===== src/rtl/demux1to8_16bits_reg_if.sv =====
// Producer and per-channel consumer bundle for the registered 1-to-8 demux.
// When DEMUX_BROADCAST_EN is defined, the producer side also carries in_bcast.
interface demux1to8_16bits_reg_if #(
    parameter int DATA_W = 16,
    parameter int SEL_W  = 3
);
    localparam int NUM_CH = 1 << SEL_W;

    logic                     in_valid;
    logic                     in_ready;
    logic [DATA_W-1:0]        in_data;
    logic [SEL_W-1:0]         in_sel;
`ifdef DEMUX_BROADCAST_EN
    logic                     in_bcast;
`endif
    logic [NUM_CH-1:0]        out_valid;
    logic [NUM_CH-1:0]        out_ready;
    logic [NUM_CH*DATA_W-1:0] out_data;

`ifdef DEMUX_BROADCAST_EN
    modport master (output in_valid, in_data, in_sel, in_bcast, out_ready,
                    input  in_ready, out_valid, out_data);
    modport slave  (input  in_valid, in_data, in_sel, in_bcast, out_ready,
                    output in_ready, out_valid, out_data);
`else
    modport master (output in_valid, in_data, in_sel, out_ready,
                    input  in_ready, out_valid, out_data);
    modport slave  (input  in_valid, in_data, in_sel, out_ready,
                    output in_ready, out_valid, out_data);
`endif
endinterface


===== src/rtl/demux1to8_16bits_reg.sv =====
// Registered 1-to-8 demux of 16-bit words; DEMUX_BROADCAST_EN adds broadcast loads.
// Latency: 1 cycle from accept to out_valid/out_data of the target channel.
// Backpressure: in_ready drops only while the target channel(s) is full and not draining.
module demux1to8_16bits_reg #(
    parameter int DATA_W = 16,
    parameter int SEL_W  = 3,
    parameter int CNT_W  = 16
) (
    input  logic                 clk,
    input  logic                 rst_n,
    demux1to8_16bits_reg_if.slave bus,
    output logic [SEL_W-1:0]     last_sel,
    output logic [CNT_W-1:0]     stall_cnt
);
    localparam int NUM_CH = 1 << SEL_W;

    logic [NUM_CH-1:0] valid_q;
    logic [DATA_W-1:0] word_q [NUM_CH];
    logic [NUM_CH-1:0] can_take;
    logic [NUM_CH-1:0] load;
    logic              in_rdy;
    logic              accept;

    // A channel can take a word when empty or when it drains on this same edge.
    assign can_take = ~valid_q | bus.out_ready;

    always_comb begin
        in_rdy = can_take[bus.in_sel];
`ifdef DEMUX_BROADCAST_EN
        if (bus.in_bcast) in_rdy = &can_take;
`endif
    end

    assign accept = bus.in_valid & in_rdy;

    always_comb begin
        load = '0;
        if (accept) begin
            load[bus.in_sel] = 1'b1;
`ifdef DEMUX_BROADCAST_EN
            if (bus.in_bcast) load = '1;
`endif
        end
    end

    always_ff @(posedge clk or negedge rst_n) begin
        if (!rst_n) begin
            valid_q   <= '0;
            last_sel  <= '0;
            stall_cnt <= '0;
            for (int k = 0; k < NUM_CH; k++) word_q[k] <= '0;
        end else begin
            valid_q <= load | (valid_q & ~bus.out_ready);
            for (int k = 0; k < NUM_CH; k++) begin
                if (load[k]) word_q[k] <= bus.in_data;
            end
            if (accept) last_sel <= bus.in_sel;
            if (bus.in_valid && !in_rdy && stall_cnt != {CNT_W{1'b1}})
                stall_cnt <= stall_cnt + CNT_W'(1);
        end
    end

    assign bus.in_ready  = in_rdy;
    assign bus.out_valid = valid_q;

    for (genvar k = 0; k < NUM_CH; k++) begin : g_out
        assign bus.out_data[k*DATA_W +: DATA_W] = word_q[k];
    end
endmodule


===== src/flat_wrapper.sv =====
// flat-port wrapper written by rule: the top's interface ports become plain ports
module demux1to8_16bits_reg_flat 
#(
    parameter int DATA_W = 16,
    parameter int SEL_W  = 3,
    parameter int CNT_W  = 16
)
  (clk, rst_n, last_sel, stall_cnt, bus_in_valid, bus_in_data, bus_in_sel, bus_out_ready, bus_in_ready, bus_out_valid, bus_out_data);
  demux1to8_16bits_reg_if #(.DATA_W(DATA_W), .SEL_W(SEL_W)) bus_i ();
  input  logic clk;
  input  logic rst_n;
  output logic [SEL_W-1:0] last_sel;
  output logic [CNT_W-1:0] stall_cnt;
  input wire logic [$bits(bus_i.in_valid)-1:0] bus_in_valid;
  input wire logic [$bits(bus_i.in_data)-1:0] bus_in_data;
  input wire logic [$bits(bus_i.in_sel)-1:0] bus_in_sel;
  input wire logic [$bits(bus_i.out_ready)-1:0] bus_out_ready;
  output wire logic [$bits(bus_i.in_ready)-1:0] bus_in_ready;
  output wire logic [$bits(bus_i.out_valid)-1:0] bus_out_valid;
  output wire logic [$bits(bus_i.out_data)-1:0] bus_out_data;
  assign bus_i.in_valid = bus_in_valid;
  assign bus_i.in_data = bus_in_data;
  assign bus_i.in_sel = bus_in_sel;
  assign bus_i.out_ready = bus_out_ready;
  assign bus_in_ready = bus_i.in_ready;
  assign bus_out_valid = bus_i.out_valid;
  assign bus_out_data = bus_i.out_data;
  demux1to8_16bits_reg #(.DATA_W(DATA_W), .SEL_W(SEL_W), .CNT_W(CNT_W)) u_core (.clk(clk), .rst_n(rst_n), .bus(bus_i), .last_sel(last_sel), .stall_cnt(stall_cnt));
endmodule

===== config.mk =====
export PLATFORM = sky130hd
export DESIGN_NAME = demux1to8_16bits_reg_flat
export DESIGN_NICKNAME = d
export VERILOG_FILES = /design/src/rtl/demux1to8_16bits_reg_if.sv /design/src/rtl/demux1to8_16bits_reg.sv /design/src/flat_wrapper.sv
export SDC_FILE = /design/constraint.sdc
export NUM_CORES = 1
export LEC_CHECK = 0
export ABC_AREA = 1
export BUFFER_PORTS_ARGS = -buffer_cell sky130_fd_sc_hd__buf_4
export CAP_MARGIN = 30
export CELL_PAD_IN_SITES_DETAIL_PLACEMENT = 0
export CELL_PAD_IN_SITES_GLOBAL_PLACEMENT = 1
export CORE_MARGIN = 3
export CORE_UTILIZATION = 25
export CTS_CLUSTER_SIZE = 25
export DETAILED_ROUTE_END_ITERATION = 10
export HOLD_SLACK_MARGIN = 0.1
export PLACE_DENSITY = 0.66
export SYNTH_ARGS = -nofsm -noshare
export SYNTH_HDL_FRONTEND = slang
export SYNTH_SLANG_ARGS = --single-unit

===== constraint.sdc =====
create_clock -name clk -period 1.4 [get_ports clk]
set_input_delay 0.21 -clock clk [delete_from_list [all_inputs] [get_ports clk]]
set_output_delay 0.21 -clock clk [all_outputs]
set_load 0.01 [all_outputs]

Word-level counts from Yosys, hierarchy flattened
Index checks and enable logic that the tools add are counted.
{"block": "totals", "reg_bits": 155, "input_bits": 30, "out_inout_bits": 156, "elab_cells": 30}
{"block": "op_classes", "n_addsub": 1, "magnitude_cmp": 2, "eq_ne": 1, "muxes": 5, "bitwise_logic": 6, "n_reduce_logical": 4}
{"cell": "$add A16 B1 Y16 const B", "n": 1}
{"cell": "$ne A16 B16 Y1 const B", "n": 1}
{"cell": "$not A8 Y8", "n": 2}
{"cell": "$or A8 B8 Y8", "n": 2}
{"cell": "$and A8 B8 Y8", "n": 1}
{"cell": "$mux W8", "n": 1}
{"cell": "$lt A3 B4 Y1 const B", "n": 1}
{"cell": "$bmux W1 S3", "n": 1}
{"cell": "$demux W1 S3", "n": 1}
{"cell": "$ge A3 B1 Y1 const B", "n": 1}
{"cell": "$logic_and A1 B1 Y1", "n": 3}
{"cell": "$mux W1", "n": 2}
{"cell": "$and A1 B1 Y1", "n": 1}
{"cell": "$logic_not A1 Y1", "n": 1}

Longest topological paths before layout
Gate-level depths: netlist of the first run.
{"block": "logic_depth", "word_depth": 7, "mapped_depth": 11, "ltp_nobuf": 10}

Worst setup path before layout of the first run
No wires, ideal clock.
{"block": "synth_path", "kind": "register -> register", "start": "reg u_core.stall_cnt[0]", "end": "reg u_core.stall_cnt[12]", "setup_time_ps": 66, "t_arrival_ps": 1548, "required_time_ps": 1334, "setup_slack_ps": -214, "stages_incl_launch_ff": 11, "path_buffers": 1, "period_less_slack_ps": 1614, "cell_sequence": "dfrtp_1 ha_1 nand3_2 nor2_4 nand2_1 nor2_2 nand2_2 nand3_2 buf_6 nand2_1 nand2_1"}
{"block": "synth_between", "elab_chain_cells": 2, "word_cells_on_any_way": 3, "cone_classes": "add/sub: 1; eq/ne: 1; reduce/logical: 1"}
{"element": "start: declaration", "line_no": "demux1to8_16bits_reg.sv:13", "source": "output logic [CNT_W-1:0] stall_cnt"}
{"element": "start signal: assignment", "line_no": "demux1to8_16bits_reg.sv:59", "source": "stall_cnt <= stall_cnt + CNT_W'(1);"}
{"element": "parallel branches: the longest is 2 deep, another holds $add A16 B1 Y16"}
Several ways; the timed one is not identified.
A chain may end at the register's enable or synchronous reset.

Worst setup path after layout of the first run
{"block": "layout_path", "start": "reg u_core.valid_q[4], in the netlist u_core.bus.out_valid[4]", "end": "out bus_in_ready"}
{"block": "layout_between", "elab_chain_cells": 4}
{"element": "start: declaration", "line_no": "demux1to8_16bits_reg.sv:17", "source": "logic [NUM_CH-1:0] valid_q;"}
{"element": "start signal: assignment", "line_no": "demux1to8_16bits_reg.sv:53", "source": "valid_q <= load | (valid_q & ~bus.out_ready);"}
{"element": "$not A8 Y8", "line_no": "demux1to8_16bits_reg.sv:25", "source": "assign can_take = ~valid_q | bus.out_ready;"}
{"element": "$or A8 B8 Y8", "line_no": "demux1to8_16bits_reg.sv:25"}
{"element": "$bmux W1 S3", "line_no": "demux1to8_16bits_reg.sv:28", "source": "in_rdy = can_take[bus.in_sel];"}
{"element": "$mux W1 (implied by the code)", "line_no": "demux1to8_16bits_reg.sv:28"}
{"element": "end: declaration", "line_no": "flat_wrapper.sv:18", "source": "output wire logic [$bits(bus_i.in_ready)-1:0] bus_in_ready;"}
No other way between the ends. The select of a mux whose other input is x is not followed.

==> summary.md, run 1 <==
| Metric | Value |
|---|---|
| First-pass GRT wire length | 43.56 mm |
| Critical path endpoint category | output pin |
| Internal Power | 10.49 mW |
| Die area | 0.03059 mm^2 |
| Filler Cell Count | 2790 |
| Hold_sp | bus_in_data[14] |
| Die X | 174.9 um |
| Initial antenna violation count | 0 |
| Tmin final | 1791 ps |
| Slew @ Worst Pin | 511.1 ps |
| Status | finished with violations |
| Final ANT Viol Nets | 0 |
| Power per cell area | 1403 mW/mm^2 |
| R2r endpoint | u_core.bus.out_data[98] |
| Drt drc | 0 |
| Total power | 15.61 mW |
| Final hold slack | 145.8 ps |
| Fin nets | 1113 |
| Synthesis-stage register bit count | 155 |
| R2R depth | 13 |
| CTS HTree Levels | 4 |
| Pre-CTS setup slack | -193.9 ps |
| Worst EP required | 1190 ps |
| Setup ws final | -390.7 ps |
| Total GRT Usage | 0.1869 |
| Worst r2r src | u_core.bus.out_valid[6] |
| Peak Freq | 0.5584 GHz |
| Cells after Synth | 810 |
| Max-cap violations | 0 |
| Clk slew on worst S/H paths | 80 ps |
| Core area | 0.02793 mm^2 |
| Number of cell rows | 61 |
| Relative slew margins | 0.6589 |
| HP Class | input pin to flop |
| Average wire per cell in the routed design | 19.53 um |
| DIE HEIGHT | 174.9 um |
| Combinational Power Share | 0.286 |
| Buffers on Ports | 185 |
| CTS tree | built |
| HPWL Detailed | 18.09 mm |
| Pins over their slew limit | 0 |
| CP Class | flop to output pin |
| Worst R2R Setup Slack | -360 ps |
| Detailed-route via count | 7006 |
| Worst EP arrival | 1580 ps |
| Io pins | 186 |
| Share of cells above drive strength 1 | 0.4046 |
| Cell Area, Synth | 0.007132 mm^2 |
| Largest net degree at the start of global routing | 55 |
| Synth Net Count | 841 |
| Seq. cell area | 0.003881 mm^2 |
| Gpl congestion | 0.8067 |
| Routed vias/inst | 4.756 |
| VDD IR max | 0.7636 mV |
| Violated checks | setup timing |
| Syn avg cell area | 8.805 um^2 |
| Unrepaired setup endpoints after global routing | yes |
| WL final | 28.77 mm |
| Switching Share | 0.3275 |
| Worst hold path stage count | 3 |
| Flop pwr share | 0.392 |
| Final hold viol count | 0 |
| Cts bufs inserted | 17 |
| Max clock buf depth | 2 |
| WHS Endpoint | u_core.bus.out_data[46] |
| Switch Pwr | 5.111 mW |
| Ant diodes | 0 |
| Layout Skew | 14.89 ps |
| Clk pwr share | 0.322 |
| Setup_tns | -29890 ps |
| Drt pass-1 iters | 5 |
| Crit path launch | u_core.bus.out_valid[4] |
| Total grt overflow | 0 |
| Synth-to-layout area growth | 55.91% |
| Vias in the first global route | 6914 |
| Root buf cell | clkbuf_16 |
| Initial core utilization | 0.2553 |
| Final setup viols | 156 |
| Leakage | 5.656 nW |
| Tcrit/Tclk final | 1.279 |
| Post-synth cell types | 28 |
| Worst setup SP type | flop |
| Yosys warnings | 0 |
| DRT iter0 DRCs | 637 |
| Clk_lat worst skew | 420 ps |
| Area of the multi-input gates | 0.003181 mm^2 |
| Sequential share of the synthesized area | 0.5439 |
| Max FO, Critical Path | 2 |
| Clk sink count | 155 |
==> state kept, by name, summed over array words and instances (netlist names) <==
name                  cells
u_core.bus.out_data     128
u_core.last_sel           3
u_core.stall_cnt         16
u_core.bus.out_valid      8
==> synth_stat cells, drive strengths merged <==
| master | instances | area share |
|---|---|---|
| ha | 1 | 0.0018 |
| o21ai | 6 | 0.0042 |
| nand3b | 2 | 0.0021 |
| nand3 | 21 | 0.029 |
| buf | 41 | 0.042 |
| nor3 | 1 | 0.00070 |
| dfrtp | 155 | 0.54 |
| clkbuf | 27 | 0.017 |
| xor2 | 3 | 0.0037 |
| nand4 | 148 | 0.13 |
| nor2 | 25 | 0.020 |
| nand2 | 349 | 0.19 |
| xnor2 | 3 | 0.0037 |
| inv | 28 | 0.016 |
==> routing by layer <==
layer  share of wire  global-route usage  wire length, um  up-vias
met3           0.063             0.04085             1818       40
met4           0.026             0.05851              754        0
met1            0.44              0.2565            12620     3416
met2            0.47              0.2952            13570      252
met5               0                   0                0        -
li1                -                   -                -     3298
==> what timing repair did <==
item | in CTS | in global routing
setup buffers | 13 | 9
resized for setup | 62 | 75
setup endpoints to repair | 156 | 157
pin swaps | 22 | 26
hold endpoints to repair | 163 | 0
gates cloned | 21 | 2
hold buffers | 9 | 0
==> through the flow <==
step                area (um^2)  std cells    util
finish                    11120       1473  0.3981
global route              11120       1473  0.3981
CTS                       10810       1464  0.3869
detailed placement         9379       1389  0.3358
global placement           9379       1389  0.3358
floorplan                  7171        810       -
==> area by class of cell <==
cell class	instances	area share
multi-input cells	572	0.2860
well taps	378	0.04253
clock buffers	17	0.03826
flip-flops and latches	155	0.3490
repair buffers	308	0.2557
inverters	28	0.01013
clock inverters	15	0.01834
==> cells by family (layout without fill, tap and decap cells) <==
group,count (synthesis),after routing,share of synthesized area
AOI/OAI and AO/OA,6,6,0.004211
xor gates and xnor gates,6,6,0.007370
buffers and inverters,96,368,0.07456
adders and majority gates,1,1,0.001754
and+or+nand+nor,546,559,0.3682
DFF,155,155,0.5439
==> how the worst max path moves through the flow <==
stage | endpoint | cells past startpoint
after floorplan | u_core.stall_cnt[3] | 9
after global placement | u_core.bus.out_data[111] | 9
after detailed placement | u_core.bus.out_data[87] | 9
after CTS | bus_in_ready | 8
after global routing | bus_in_ready | 8
final | bus_in_ready | 8
==> layout by cell type (no fill, tap or decap), types with 2 or more instances in the layout <==
master         netlist  layout
o21ai_0              4       4
clkbuf_16            0      20
buf_16               0       7
dlygate4sd3_1        0       9
dfrtp_2              0       2
dfrtp_1            155     153
nand2_2              4      60
inv_1               27      25
nand3_1              9       7
buf_6                8      18
nand3_2              6       5
clkinv_4             0       4
nand2_1            344     284
nand3b_1             2       2
inv_2                0       2
xnor2_1              3       3
nor2_2              10       9
bufinv_16            0       3
inv_8                1       2
buf_4               15     250
xor2_1               3       3
nand3_4              6      22
nor2_4               1       3
buf_12               1      18
nor2_1              13      12
nand4_1            148     148
inv_6                0       5
nand2_4              1       5
buf_8                0       3
==> power groups by stage <==
| stage | clock, mW | sequential [mW] | combinational [mW] |
|---|---|---|---|
| after floorplan | 0 | 6.44 | 1.20 |
| after global placement | 0 | 6.15 | 3.89 |
| after CTS | 5.09 | 6.07 | 4.34 |
| after detailed placement | 0 | 6.13 | 3.96 |
| final | 5.03 | 6.11 | 4.46 |
| after global routing | 5.29 | 6.23 | 4.85 |
==> critical path, stage by stage (launching register included) <==
cell	delay, ps
dfrtp_1	370
inv_2	50
o21ai_2	150
nand3_2	110
nand2_4	100
nor2_8	40
buf_6	110
buf_12	120
buf_6	110
(Power assumes the default switching activity.)
==> run 2: changes to the inputs <==
- CORE_ASPECT_RATIO: unset -> 1.75
- PLACE_DENSITY: 0.66 -> 0.64
- clock period: 1.4 -> 2 ns (I/O delays scaled with it)
==> run 2 against run 1 <==
  * The flow now finishes without violations
  * Wire length shrank 7.8%
  * Sequential share of layout area grew 5.3 points
  * Count of clock-buffer cells in the layout grew 4
  * Sequential cell count is the same
  * Cell count shrank 6.9%
  * Global-route usage shrank 1.3 points
  * Register-to-register slack gained 560 ps
  * Clock skew shrank 8.1 ps
  * Non-clock buffer count shrank 83
  * Clock power shrank 30%
  * Die area grew 0.26%
  * Critical endpoint unchanged
  * Highest routed layer unchanged
==> summary.md, run 2 (synthesis gave the netlist of run 1 again) <==
| Metric | Value |
|---|---|
| Max clock buf depth | 2 (unchanged) |
| Tmin final | 1933 ps |
| Flop pwr share | 0.413 (+0.021) |
| Max-cap violations | 0 (unchanged) |
| Switching Share | 0.3090 (-0.01848) |
| Power per cell area | 1075 mW/mm^2 (-23%) |
| Status | complete, no violations |
| DP Cell Count | 1335 (-3.9%) |
| CTS tree | built |
| Largest net degree at the start of global routing | 52 (-5.5%) |
| Io pins | 186 (unchanged) |
| Drt pass-1 iters | 4 (-1) |
| HP Class | input pin to flop |
| Worst setup SP type | flop |
| Worst EP arrival | 1630 ps (+50 ps) |
| Detailed-route via count | 6351 (-9.3%) |
| WL final | 26.54 mm (-7.8%) |
| Tcrit/Tclk final | 0.9664 |
| First-pass GRT wire length | 40.06 mm (-8.0%) |
| Buffers on Ports | 185 (unchanged) |
| Root buf cell | clkbuf_16 |
| Initial core utilization | 0.2540 (-0.001263) |
| Gpl congestion | 0.8661 (+7.4%) |
| Leakage | 5.058 nW (-11%) |
| Fin nets | 1017 (-8.6%) |
| Share of cells above drive strength 1 | 0.2893 (-0.1153) |
| Layout Skew | 6.807 ps (-8.087 ps) |
| Combinational Power Share | 0.248 (-0.038) |
| Switch Pwr | 3.207 mW (-37%) |
| Clk slew on worst S/H paths | 60 ps (-20 ps) |
| Most common cell after layout, fill and taps aside | nand2_1 |
| Final setup viols | 0 (-100%) |
| Die area | 0.03067 mm^2 (+0.26%) |
| Core area | 0.02807 mm^2 (+0.50%) |
| CTS HTree Levels | 4 (unchanged) |
| Unrepaired setup endpoints after global routing | no |
| Slew @ Worst Pin | 493.4 ps (-17.68 ps) |
| Clk pwr share | 0.339 (+0.017) |
| DRT iter0 DRCs | 464 (-27%) |
| Critical path endpoint category | output pin |
| Average wire per cell in the routed design | 19.34 um (-0.98%) |
| CP Class | flop to output pin |
| Worst EP required | 1700 ps (+510 ps) |
| Final hold viol count | 0 (unchanged) |
| Die X | 133.7 um (-24%) |
| Total grt overflow | 0 (unchanged) |
| Clk_lat worst skew | 430 ps (about the same) |
| Number of cell rows | 81 (+33%) |
| Total GRT Usage | 0.1735 (-0.01342) |
| Clk sink count | 155 (unchanged) |
| Pins over their slew limit | 0 (unchanged) |
| Peak Freq | 0.5174 GHz |
| Initial antenna violation count | 0 (unchanged) |
| VDD IR max | 0.5383 mV (-30%) |
| Final non-filler cell total | 1372 (-6.9%) |
| Synth-to-layout area growth | 35.33% |
| Relative slew margins | 0.6711 (+0.01215) |
| Ant diodes | 0 (unchanged) |
| DIE HEIGHT | 229.4 um (+31%) |
| Setup_tns | 0 ps (+29890 ps) |
| Max FO, Critical Path | 10 (+8) |
| HPWL Detailed | 18.97 mm (+4.9%) |
| Routed vias/inst | 4.629 (-2.7%) |
| Vias in the first global route | 6284 (-9.1%) |
| Most frequent cells in the layout | nand2_1, buf_4, dfrtp_1 |
| Drt drc | 0 (unchanged) |
| Final ANT Viol Nets | 0 (unchanged) |
| Number of flip-flops under the largest register name | 128 (unchanged) |
| Filler Cell Count | 2980 (+6.8%) |
| Cts bufs inserted | 17 (unchanged) |
| Internal Power | 7.170 mW (-32%) |
-- run 2: what timing repair did --
item | CTS | global route
buffers inserted | 1 | 1
gates cloned | 0 | 1
hold endpoints to repair | 128 | 0
pin swaps | 1 | 1
resized for setup | 0 | 6
setup endpoints to repair | 1 | 6
hold buffers | 2 | 0
-- run 2: cell type report --
| cell class | instances | area (um^2) | share of cell area |
|---|---|---|---|
| repair buffers | 225 | 1815 | 0.1881 |
| multi-input cells | 559 | 2741 | 0.2840 |
| flip-flops and latches | 155 | 3879 | 0.4019 |
| clock inverters | 11 | 166.4 | 0.01724 |
| well taps | 373 | 466.7 | 0.04835 |
| clock buffers | 21 | 470.5 | 0.04874 |
| inverters | 28 | 112.6 | 0.01167 |
-- run 2: worst paths after layout --
path                                               from                       to  slack, ps  cells after the start
worst max-delay path            u_core.bus.out_valid[6]             bus_in_ready         70                      7
worst min-delay path                   bus_out_ready[7]  u_core.bus.out_valid[7]        140                      4
worst max register to register  u_core.bus.out_valid[6]  u_core.bus.out_data[11]        200                      9
worst min register to register  u_core.bus.out_data[38]  u_core.bus.out_data[38]        470                      2
max in group asynchronous                         rst_n      u_core.stall_cnt[3]       1080                      3
min in group asynchronous                         rst_n  u_core.bus.out_data[20]        310                      2
-- run 2: worst max-delay path, stage by stage (launching register included) --
cell and delay [ps]:
dfrtp_1 440, nand2_2 120, nand2_2 50, nand3_2 90, nand2_4 70, nor2_8 130, buf_12 150, buf_4 140
-- run 2: layer usage --
layer  track usage  up-vias  share of wire
met5             0        -              0
met4       0.05792        0          0.026
met2        0.3149      176           0.54
li1              -     3059              -
met1        0.1943     3080           0.38
met3       0.04747       36          0.052
-- run 2: power groups by stage --
| stage | Combinational (mW) | Sequential [mW] | Clock, mW |
|---|---|---|---|
| 6_report | 2.58 | 4.28 | 3.52 |
| 5_1_grt | 2.85 | 4.36 | 3.73 |
| 4_1_cts | 2.62 | 4.30 | 3.60 |
| 3_5_place_dp | 2.61 | 4.35 | 0 |
| 3_3_place_gp | 2.59 | 4.34 | 0 |
| 2_1_floorplan | 0.824 | 4.49 | 0 |
-- run 2: per-stage QoR --
step	instance area [um^2]	utilization	power, mW	hold slack (ps)	setup WS, ps
6_report	9652	0.3438	10.38	143.7	67.21
5_1_grt	9652	0.3438	10.93	142.9	0.8131
4_1_cts	9599	0.3419	10.52	140.3	1.440
3_5_place_dp	8935	0.3183	6.953	193.9	168.9
3_3_place_gp	8935	0.3183	6.929	194.7	206.4
2_1_floorplan	7132	-	5.318	4.409	385.9
==> run 3: changes to the inputs <==
- CORE_ASPECT_RATIO: 1.75 -> unset
==> run 3 against run 2 <==
  * Cell area down 0.41%
  * Non-clock buffer count down 2
  * Largest power group unchanged
  * Worst setup slack better by 32 ps
  * Largest cell class unchanged
  * Critical path type unchanged
  * Die area down 0.26%
  * Global-route usage down 0.50 points
==> summary.md, run 3 (synthesis gave the netlist of run 1 again) <==
| Metric | Value |
|---|---|
| Status | complete, no violations |
| HPWL Detailed | 17.48 mm (-7.9%) |
| Io pins | 186 (unchanged) |
| Clk sink count | 155 (unchanged) |
| WL final | 26.34 mm (-0.73%) |
| Final hold viol count | 0 (unchanged) |
| Routed vias/inst | 4.643 (+0.30%) |
| HP Class | input pin to flop |
| Final setup viols | 0 (unchanged) |
| Most frequent cells in the layout | nand2_1, buf_4, dfrtp_1 |
| Die X | 174.9 um (+31%) |
| Pre-CTS setup slack | 93.88 ps (-75.06 ps) |
| Total GRT Usage | 0.1685 (-0.004951) |
| Tmin final | 1901 ps (-31.56 ps) |
| Power per cell area | 1046 mW/mm^2 (-2.7%) |
| Unrepaired setup endpoints after global routing | no |
| Relative slew margins | 0.6051 (-0.06596) |
| Leakage | 5.026 nW (-0.63%) |
| Buffers on Ports | 185 (unchanged) |
| First-pass GRT wire length | 39.22 mm (-2.1%) |
| Worst hold path stage count | 4 (unchanged) |
| Average wire per cell in the routed design | 19.13 um (-1.1%) |
| Worst EP required | 1700 ps (about the same) |
| Die area | 0.03059 mm^2 (-0.26%) |
| Clk_lat worst skew | 430 ps (about the same) |
| Detailed-route via count | 6393 (+0.66%) |
| CTS HTree Levels | 4 (unchanged) |
| CP Class | flop to output pin |
| Fin nets | 1017 (unchanged) |
| Total grt overflow | 0 (unchanged) |
| Drt drc | 0 (unchanged) |
| Fin util | 0.3441 (about the same) |
| CTS tree | built |
| Layout Skew | 18.71 ps (+11.90 ps) |
| Setup_tns | 0 ps (unchanged) |
| Share of cells above drive strength 1 | 0.2853 (-0.004004) |
| Critical path endpoint category | output pin |
| Cts bufs inserted | 17 (unchanged) |
| Clk slew on worst S/H paths | 70 ps (about the same) |
| Setup ws final | 98.76 ps (+31.56 ps) |
| Peak Freq | 0.5260 GHz (+1.7%) |
| DP Cell Count | 1336 (+0.075%) |
| Ant diodes | 0 (unchanged) |
| Number of cell rows | 61 (-25%) |
| Drt pass-1 iters | 5 (+1) |
| Largest net degree at the start of global routing | 62 (+19%) |
| Initial core utilization | 0.2553 (+0.001263) |
| Initial antenna violation count | 0 (unchanged) |
| Final hold slack | 160.6 ps (+16.94 ps) |
| Slew @ Worst Pin | 592.4 ps (+98.94 ps) |
| Max-cap violations | 0 (unchanged) |
| Final ANT Viol Nets | 0 (unchanged) |
| Max clock buf depth | 2 (unchanged) |
| DRT iter0 DRCs | 478 (+3.0%) |
| DIE HEIGHT | 174.9 um (-24%) |
| Pins over their slew limit | 0 (unchanged) |
| Max FO, Critical Path | 2 (-8) |
| Synth-to-layout area growth | 34.77% |
| Tcrit/Tclk final | 0.9506 (-0.01578) |
| Most common cell after layout, fill and taps aside | nand2_1 |
| Vias in the first global route | 6320 (+0.57%) |
| Core area | 0.02793 mm^2 (-0.49%) |
| R2R depth | 10 (+1) |
| Gpl congestion | 0.7686 (-11%) |
| Worst EP arrival | 1600 ps (-30 ps) |
| Worst setup SP type | flop |
| VDD IR max | 0.4656 mV (-14%) |
| Root buf cell | clkbuf_16 |
| Final non-filler cell total | 1377 (+0.36%) |
| Number of flip-flops under the largest register name | 128 (unchanged) |
==> run 3: changes by cell type in the layout (fill, tap and decap cells not counted), moves of 2 or more <==
| cell | before | now |
|---|---|---|
| inv_8 | 1 | 7 |
| buf_12 | 8 | 4 |
| bufinv_16 | 4 | 0 |
| nand2_1 | 339 | 343 |
| nand2_2 | 9 | 5 |
| clkbuf_8 | 3 | 0 |
| clkinv_2 | 3 | 0 |
| inv_6 | 0 | 3 |
| nand3_4 | 7 | 10 |
| buf_4 | 213 | 211 |
| buf_6 | 1 | 3 |
==> run 3: routing by layer <==
| layer | share of wire | GRT usage |
|---|---|---|
| met2 | 0.48 | 0.2736 |
| met5 | 0 | 0 |
| met1 | 0.44 | 0.2196 |
| met3 | 0.057 | 0.04216 |
| met4 | 0.026 | 0.05818 |
==> run 3: worst paths after layout <==
path	startpoint	end	slack, ps
min in group asynchronous	rst_n	u_core.stall_cnt[10]	320
hold reg to reg	u_core.bus.out_data[99]	u_core.bus.out_data[99]	470
setup reg to reg	u_core.bus.out_valid[1]	u_core.bus.out_data[67]	180
setup / recovery	u_core.bus.out_valid[1]	bus_in_ready	100
hold / removal	bus_out_ready[5]	u_core.bus.out_valid[5]	160
max in group asynchronous	rst_n	u_core.bus.out_data[83]	1020
==> run 3: cell type report <==
class | instances | area, um^2
clock buffers | 18 | 429.2
clock inverters | 14 | 141.4
fillers | 2968 | 18320
inverters | 28 | 112.6
multi-input cells | 561 | 2774
flip-flops and latches | 155 | 3879
well taps | 378 | 473.0
repair buffers | 223 | 1803
==> run 3: power by group <==
part / internal (mW) / switching [mW]
logic: 1.21 / 1.41
registers: 3.78 / 0.435
clock network: 1.66 / 1.56
==> run 3: per-stage QoR <==
| stage | power [mW] | cell area [um^2] |
|---|---|---|
| floorplan | 5.318 | 7132 |
| global route | 10.61 | 9612 |
| CTS | 10.17 | 9512 |
| finish | 10.06 | 9612 |
| global placement | 6.852 | 8874 |
| detailed placement | 6.886 | 8874 |
==> run 3: critical path: stages (launching register included) <==
cell and delay (ps):
dfrtp_1 400, nand2_1 110, nand2_1 80, nand3_1 110, nand2_2 110, nor2_8 150
buf_12 120, buf_4 110
==> run 3: repair_timing <==
action,CTS,global route
pin swaps,1,2
hold buffers,2,0
endpoints found under the hold margin,35,0
setup buffers,2,1
gates cloned,1,3
setup endpoints to repair,1,63
resized for setup,0,8
